<file path="src/rtl/nn_result_tx.sv">
// nn_result_tx: captures one NUM_POS x 2-channel feature-map frame, then streams
// HEADER + payload (+ checksum byte when NN_RESULT_TX_CHECKSUM_EN is defined) over valid/ready.
module nn_result_tx #(
   parameter int                NUM_POS = 36,
   parameter int                DATA_W  = 8,
   parameter logic [DATA_W-1:0] HEADER  = 8'hA5
) (
   input  logic              clk,
   input  logic              reset,
   input  logic              in_valid,
   input  logic [DATA_W-1:0] in_data_0,
   input  logic [DATA_W-1:0] in_data_1,
   input  logic              restart,
   input  logic              tx_ready,
   output logic              tx_valid,
   output logic [DATA_W-1:0] tx_data,
   output logic              tx_last,
   output logic              busy,
   output logic              overflow,
   output logic              frame_done
);

   localparam int               PTR_W    = (NUM_POS > 1) ? $clog2(NUM_POS) : 1;
   localparam int               IDX_W    = PTR_W + 1;
   localparam logic [PTR_W-1:0] LAST_POS = PTR_W'(NUM_POS - 1);
   localparam logic [IDX_W-1:0] LAST_IDX = IDX_W'(2 * NUM_POS - 1);

`ifdef NN_RESULT_TX_CHECKSUM_EN
   typedef enum logic [2:0] {S_CAPTURE, S_HEADER, S_PAYLOAD, S_CHECKSUM, S_DONE} state_t;
`else
   typedef enum logic [2:0] {S_CAPTURE, S_HEADER, S_PAYLOAD, S_DONE} state_t;
`endif

   state_t            state_q, state_d;
   logic [PTR_W-1:0]  wr_ptr_q, wr_ptr_d;
   logic [IDX_W-1:0]  rd_idx_q, rd_idx_d;
`ifdef NN_RESULT_TX_CHECKSUM_EN
   logic [DATA_W-1:0] sum_q, sum_d;
`endif
   logic              tx_valid_q, tx_valid_d;
   logic [DATA_W-1:0] tx_data_q, tx_data_d;
   logic              tx_last_q, tx_last_d;
   logic              busy_q, busy_d;
   logic              overflow_q, overflow_d;
   logic              frame_done_q, frame_done_d;

   logic              xfer;
   logic              frame_end;
   logic              wr_en;
   logic [IDX_W-1:0]  rd_addr;
   logic [PTR_W-1:0]  rd_pos;
   logic [DATA_W-1:0] rd_byte;
   logic [DATA_W-1:0] wr_data [2];
   logic [DATA_W-1:0] rd_data [2];

   assign xfer       = tx_valid_q && tx_ready;
   assign wr_en      = !reset && !restart && in_valid && (state_q == S_CAPTURE);
   assign wr_data[0] = in_data_0;
   assign wr_data[1] = in_data_1;

   // Address of the byte to present after the current transfer; even = ch0 bank, odd = ch1 bank.
   assign rd_addr = (state_q == S_PAYLOAD && rd_idx_q != LAST_IDX) ? rd_idx_q + 1'b1 : '0;
   assign rd_pos  = rd_addr[IDX_W-1:1];
   assign rd_byte = rd_data[rd_addr[0]];

   for (genvar gi = 0; gi < 2; gi++) begin : g_bank
      logic [DATA_W-1:0] mem [NUM_POS];

      always_ff @(posedge clk) begin
         if (wr_en) begin
            mem[wr_ptr_q] <= wr_data[gi];
         end
      end

      assign rd_data[gi] = mem[rd_pos];
   end

   always_comb begin
      state_d      = state_q;
      wr_ptr_d     = wr_ptr_q;
      rd_idx_d     = rd_idx_q;
`ifdef NN_RESULT_TX_CHECKSUM_EN
      sum_d        = sum_q;
`endif
      tx_valid_d   = tx_valid_q;
      tx_data_d    = tx_data_q;
      tx_last_d    = tx_last_q;
      busy_d       = busy_q;
      overflow_d   = overflow_q;
      frame_done_d = 1'b0;
      frame_end    = 1'b0;

      if (restart && (state_q == S_CAPTURE || state_q == S_DONE)) begin
         // Re-arm: any partial capture is discarded.
         state_d    = S_CAPTURE;
         wr_ptr_d   = '0;
         rd_idx_d   = '0;
`ifdef NN_RESULT_TX_CHECKSUM_EN
         sum_d      = '0;
`endif
         overflow_d = 1'b0;
      end else begin
         if (in_valid && state_q != S_CAPTURE) begin
            overflow_d = 1'b1;
         end

         case (state_q)
            S_CAPTURE: begin
               if (in_valid) begin
                  if (wr_ptr_q == LAST_POS) begin
                     state_d    = S_HEADER;
                     wr_ptr_d   = '0;
                     rd_idx_d   = '0;
`ifdef NN_RESULT_TX_CHECKSUM_EN
                     sum_d      = '0;
`endif
                     tx_valid_d = 1'b1;
                     tx_data_d  = HEADER;
                     tx_last_d  = 1'b0;
                     busy_d     = 1'b1;
                  end else begin
                     wr_ptr_d = wr_ptr_q + 1'b1;
                  end
               end
            end

            S_HEADER: begin
               if (xfer) begin
                  state_d   = S_PAYLOAD;
                  tx_data_d = rd_byte;
                  tx_last_d = 1'b0;
               end
            end

            S_PAYLOAD: begin
               if (xfer) begin
`ifdef NN_RESULT_TX_CHECKSUM_EN
                  sum_d = sum_q + tx_data_q;
`endif
                  if (rd_idx_q == LAST_IDX) begin
`ifdef NN_RESULT_TX_CHECKSUM_EN
                     state_d   = S_CHECKSUM;
                     tx_data_d = sum_q + tx_data_q;
                     tx_last_d = 1'b1;
`else
                     frame_end = 1'b1;
`endif
                  end else begin
                     rd_idx_d  = rd_idx_q + 1'b1;
                     tx_data_d = rd_byte;
`ifndef NN_RESULT_TX_CHECKSUM_EN
                     tx_last_d = (rd_addr == LAST_IDX);
`endif
                  end
               end
            end

`ifdef NN_RESULT_TX_CHECKSUM_EN
            S_CHECKSUM: begin
               if (xfer) begin
                  frame_end = 1'b1;
               end
            end
`endif

            S_DONE: begin
            end

            default: begin
               state_d = S_CAPTURE;
            end
         endcase

         if (frame_end) begin
            state_d      = S_DONE;
            tx_valid_d   = 1'b0;
            tx_data_d    = '0;
            tx_last_d    = 1'b0;
            busy_d       = 1'b0;
            frame_done_d = 1'b1;
         end
      end
   end

   always_ff @(posedge clk) begin
      if (reset) begin
         state_q      <= S_CAPTURE;
         wr_ptr_q     <= '0;
         rd_idx_q     <= '0;
`ifdef NN_RESULT_TX_CHECKSUM_EN
         sum_q        <= '0;
`endif
         tx_valid_q   <= 1'b0;
         tx_data_q    <= '0;
         tx_last_q    <= 1'b0;
         busy_q       <= 1'b0;
         overflow_q   <= 1'b0;
         frame_done_q <= 1'b0;
      end else begin
         state_q      <= state_d;
         wr_ptr_q     <= wr_ptr_d;
         rd_idx_q     <= rd_idx_d;
`ifdef NN_RESULT_TX_CHECKSUM_EN
         sum_q        <= sum_d;
`endif
         tx_valid_q   <= tx_valid_d;
         tx_data_q    <= tx_data_d;
         tx_last_q    <= tx_last_d;
         busy_q       <= busy_d;
         overflow_q   <= overflow_d;
         frame_done_q <= frame_done_d;
      end
   end

   assign tx_valid   = tx_valid_q;
   assign tx_data    = tx_data_q;
   assign tx_last    = tx_last_q;
   assign busy       = busy_q;
   assign overflow   = overflow_q;
   assign frame_done = frame_done_q;

endmodule

</file>
<file path="config.mk">
export PLATFORM = sky130hd
export DESIGN_NAME = nn_result_tx
export DESIGN_NICKNAME = d
export VERILOG_FILES = /design/src/rtl/nn_result_tx.sv
export SDC_FILE = /design/constraint.sdc
export NUM_CORES = 1
export LEC_CHECK = 0
export CORE_MARGIN = 2
export CORE_UTILIZATION = 40
export CTS_CLUSTER_SIZE = 14
export DETAILED_ROUTE_END_ITERATION = 16
export SLEW_MARGIN = 20
export SYNTH_ARGS = -nofsm -noshare
export SYNTH_HDL_FRONTEND = slang
export SYNTH_SLANG_ARGS = --single-unit
</file>
<file path="constraint.sdc">
create_clock -name clk -period 2.85 [get_ports clk]
set_input_delay 0.285 -clock clk [delete_from_list [all_inputs] [get_ports clk]]
set_output_delay 0.285 -clock clk [all_outputs]
set_load 0.005 [all_outputs]
</file>
==> flow_summary.yaml <==
status:
  status: "finished, final reports clean"
synth:
  synth.area.top_cells: "edfxtp_1 (71%), mux4_2 (6.5%), nand2_1 (4.3%)"
  ys_warn_count: 0
  synth-edff-count: 576
  syn_inst: 1552
  synth_nets: 1579
  synth_area_per_cell_um2: 15.6
  ys_types: 71
  synthFlopType: "edfxtp_1"
  synth_top_area_share: 0.715
  synth-seq-cells: 603
  synthArstFlopShare: 0
  synth_top_cell_by_area: "edfxtp_1"
  ys_seq_area_frac: 0.737
  netlist_area_mm2: 0.0242
global_route:
  antenna_found_initial: 0
  use_met3: 0.0419
  grt_usage: 0.217
  grt_max_degree: 37
  busiest_layer: "met2"
  grt_first_pass_wirelength_mm: 99.4
  overflow: 0
  met1_usage: 0.299
  first_global_vias: 14700
  met2_usage: 0.349
layout:
  synthToLayoutAreaGrowth_pct: 21.2
  diodes: 0
  finalNetCount: 1793
  drive_gt1_frac: 0.230
  fin_cells: 2598
  final_util: 0.488
route:
  wl_per_cell_um: 25.9
  dr.pass1.iters: 6
  drtIter0Drc: 1860
  detail-route-antenna-nets: 0
  drt-total-wl_mm: 67.3
  vias: 14700
  vias_per_cell: 5.66
  drc: 0
timing:
  timing.fmax_ghz: 0.365
  relSlewSlack: 0.598
  setup_viol: 0
  period_share: 0.962
  final.setup.worst_slack_ns: 0.108
  rsz0062_at_grt: "true"
  fin_crit_ns: 2.74
  clock_skew_ns: 0.0220
  worstMarginPinSlew_ns: 0.603
  report.final.slew_viol_count: 0
  final_hold_viol_count: 0
floorplanning:
  ios: 34
  start_util: 0.402
  fp-row-count: 90
  die_w_um: 250
  dieArea_mm2: 0.0625
  die_height_um: 250
  fp.coreArea_mm2: 0.0601
clock_network:
  cts_sinks: 603
  clk_latency_ns: 0.61
  path_clk_slew_ns: 0.06
  cts_buffers: 66
  ctsHoldBuffers: 0
  cts_tree: "yes"
  cts.htree.levels: 3
  root_buffer: "clkbuf_16"
  clockBufferDepth: 3
pwr:
  pwr-share-seq: 0.540
  power.density_mw_per_mm2: 613
  p_leak_nw: 9.84
  p_sw_mw: 3.70
  finalPower_mw: 18.0
  p_int_mw: 14.3
  pwr-share-comb: 0.014
  peakVddDrop_mv: 0.333
  swShare: 0.206
  pwr-share-clk: 0.446
setup_path:
  reg2reg_setup_slack_ns: 0.11
  cp_data_arrival_time_ns: 3.30
  path_class: "register to register"
  ff2ff_path_depth: 16
  crit_required_ns: 3.40
  slowest_stage: "dfxtp_1"
  critPathLaunchType: "register"
  r2r_end: "tx_data[2]"
  crit_chain: "inv_1 > ha_2 > buf_4 > inv_1 > nor2_4 > buf_12 > buf_12 > buf_12 > buf_4 > nor3_1 > a311oi_1 > o31ai_1 > a311oi_1 > buf_4 > o31ai_2 > nand2_1"
  cp_max_fo: 19
  slowest_delay_ns: 0.31
  cp-end-kind: "register"
  r2r-start: "state_q[0]"
job:
  drv_cap: 0
placement:
  gp_congestion: 0.898
  dpl.hpwl_mm: 42.6
  dp.cells: 2469
  pre_cts_ws_ns: -0.178
  portBuffers: 33
worst_hold_path:
  holdCritPathClass: "input port to register"
  min_to: "wr_ptr_q[1]"
  min-delay-start: "in_valid"
  whs_path_depth: 3
[worst max-delay path, delay by kind of cell, from the launching register on]
kind / cells / cell delay [ns]
buf+inv: 8 / 1.15
compound gates: 4 / 0.70
flops: 1 / 0.31
simple gates: 3 / 0.26
fa+ha+maj: 1 / 0.22
[registers in the layout, summed over array words and instances, names as in the netlist]
signal and count:
busy 1, tx_data 8, frame_done 1, rd_idx_q 7
tx_last 1, g_bank.mem 576, state_q 2, overflow 1
wr_ptr_q 6
[power groups by stage]
stage	registers, mW	logic (mW)	clock network [mW]
after global placement	9.90	0.243	0
final	9.71	0.250	8.02
after global routing	9.71	0.270	8.49
after CTS	9.71	0.252	8.13
after detailed placement	9.90	0.251	0
after floorplan	9.90	0.0317	0
[worst max-delay path by stage]
| stage | to | slack (ns) | startpoint |
|---|---|---|---|
| global route | tx_data[1] | -0.008 | state_q[0] |
| finish | tx_data[2] | 0.11 | state_q[0] |
| floorplan | tx_data[5] | 0.26 | rd_idx_q[0] |
| detailed placement | tx_data[1] | -0.18 | state_q[0] |
| global placement | tx_data[1] | -0.17 | state_q[0] |
| CTS | tx_data[1] | 0.007 | rd_idx_q[0] |
[layout by cell type (no fill, tap or decap), types with 5 or more instances in the layout]
cell type	n
nand3_1	89
clkinv_1	16
mux4_2	70
buf_4	146
o21ai_0	26
clkinv_2	9
a31oi_1	26
a22oi_1	6
a32oi_1	5
mux2_2	8
o221ai_1	5
clkbuf_16	69
edfxtp_1	576
mux2i_1	36
and3_1	12
a211oi_1	9
a21oi_1	60
nor2_2	6
clkdlybuf4s50_1	33
nand2_1	272
nor3_1	12
nor4_1	8
inv_1	7
o21ai_1	11
dfxtp_1	27
o31ai_1	7
buf_12	48
nor2_1	79
a311oi_1	5
clkbuf_1	11
[cells by family (layout without fill, tap and decap cells)]
kind of cell               Yosys count  in the layout  share of synthesized area
and+or+nand+nor                    520            520                     0.0936
xor gates and xnor gates             5              5                    0.00336
adders and majority gates            6              6                    0.00310
buffers and inverters               95            359                     0.0229
DFF                                603            603                      0.737
muxes                              115            115                     0.0842
AOI/OAI and AO/OA                  208            208                     0.0557
[per-stage QoR]
stage	hold slack, ns	instance area (um^2)	setup TNS (ns)
6_report	0.421	29300	0
4_1_cts	0.398	29100	0
5_1_grt	0.480	29300	-0.0140
3_5_place_dp	0.468	27000	-0.477
2_1_floorplan	0.384	24200	0
3_3_place_gp	0.457	27000	-0.340
[layout make-up]
class                      count  area [um^2]
clock inverter                38          258
fill                        5091        30800
multi-input combinational    854         5990
tap                          782          978
clock buffer                  80         1760
inverter                       7         26.3
sequential                   603        17800
timing repair buffer         234         2490
[per-layer routing]
layer | part of all wire | wire, um
met3 | 0.084 | 5680
met2 | 0.48 | 32000
met4 | 0.028 | 1860
met5 | 0 | 0
met1 | 0.41 | 27800
[what timing repair did]
item	CTS	global route
setup buffers	0	10
pin swaps	2	3
gates cloned	0	1
setup endpoints to repair	6	40
resized for setup	8	33
[cell usage after synthesis (6+ instances only)]
master,instances
nor4_1,9
nor3_1,13
a31oi_1,26
mux4_2,70
clkbuf_1,29
inv_1,7
buf_4,13
nor2_1,85
buf_2,27
o31ai_1,9
a21oi_1,62
nand3_1,89
and3_1,12
mux2_2,8
ha_1,6
mux2i_1,37
o21ai_0,29
o21ai_1,9
edfxtp_1,576
dfxtp_1,27
a211oi_1,11
buf_6,15
a32oi_1,8
nand2_1,276
a22oi_1,6
(Power assumes the default switching activity.)
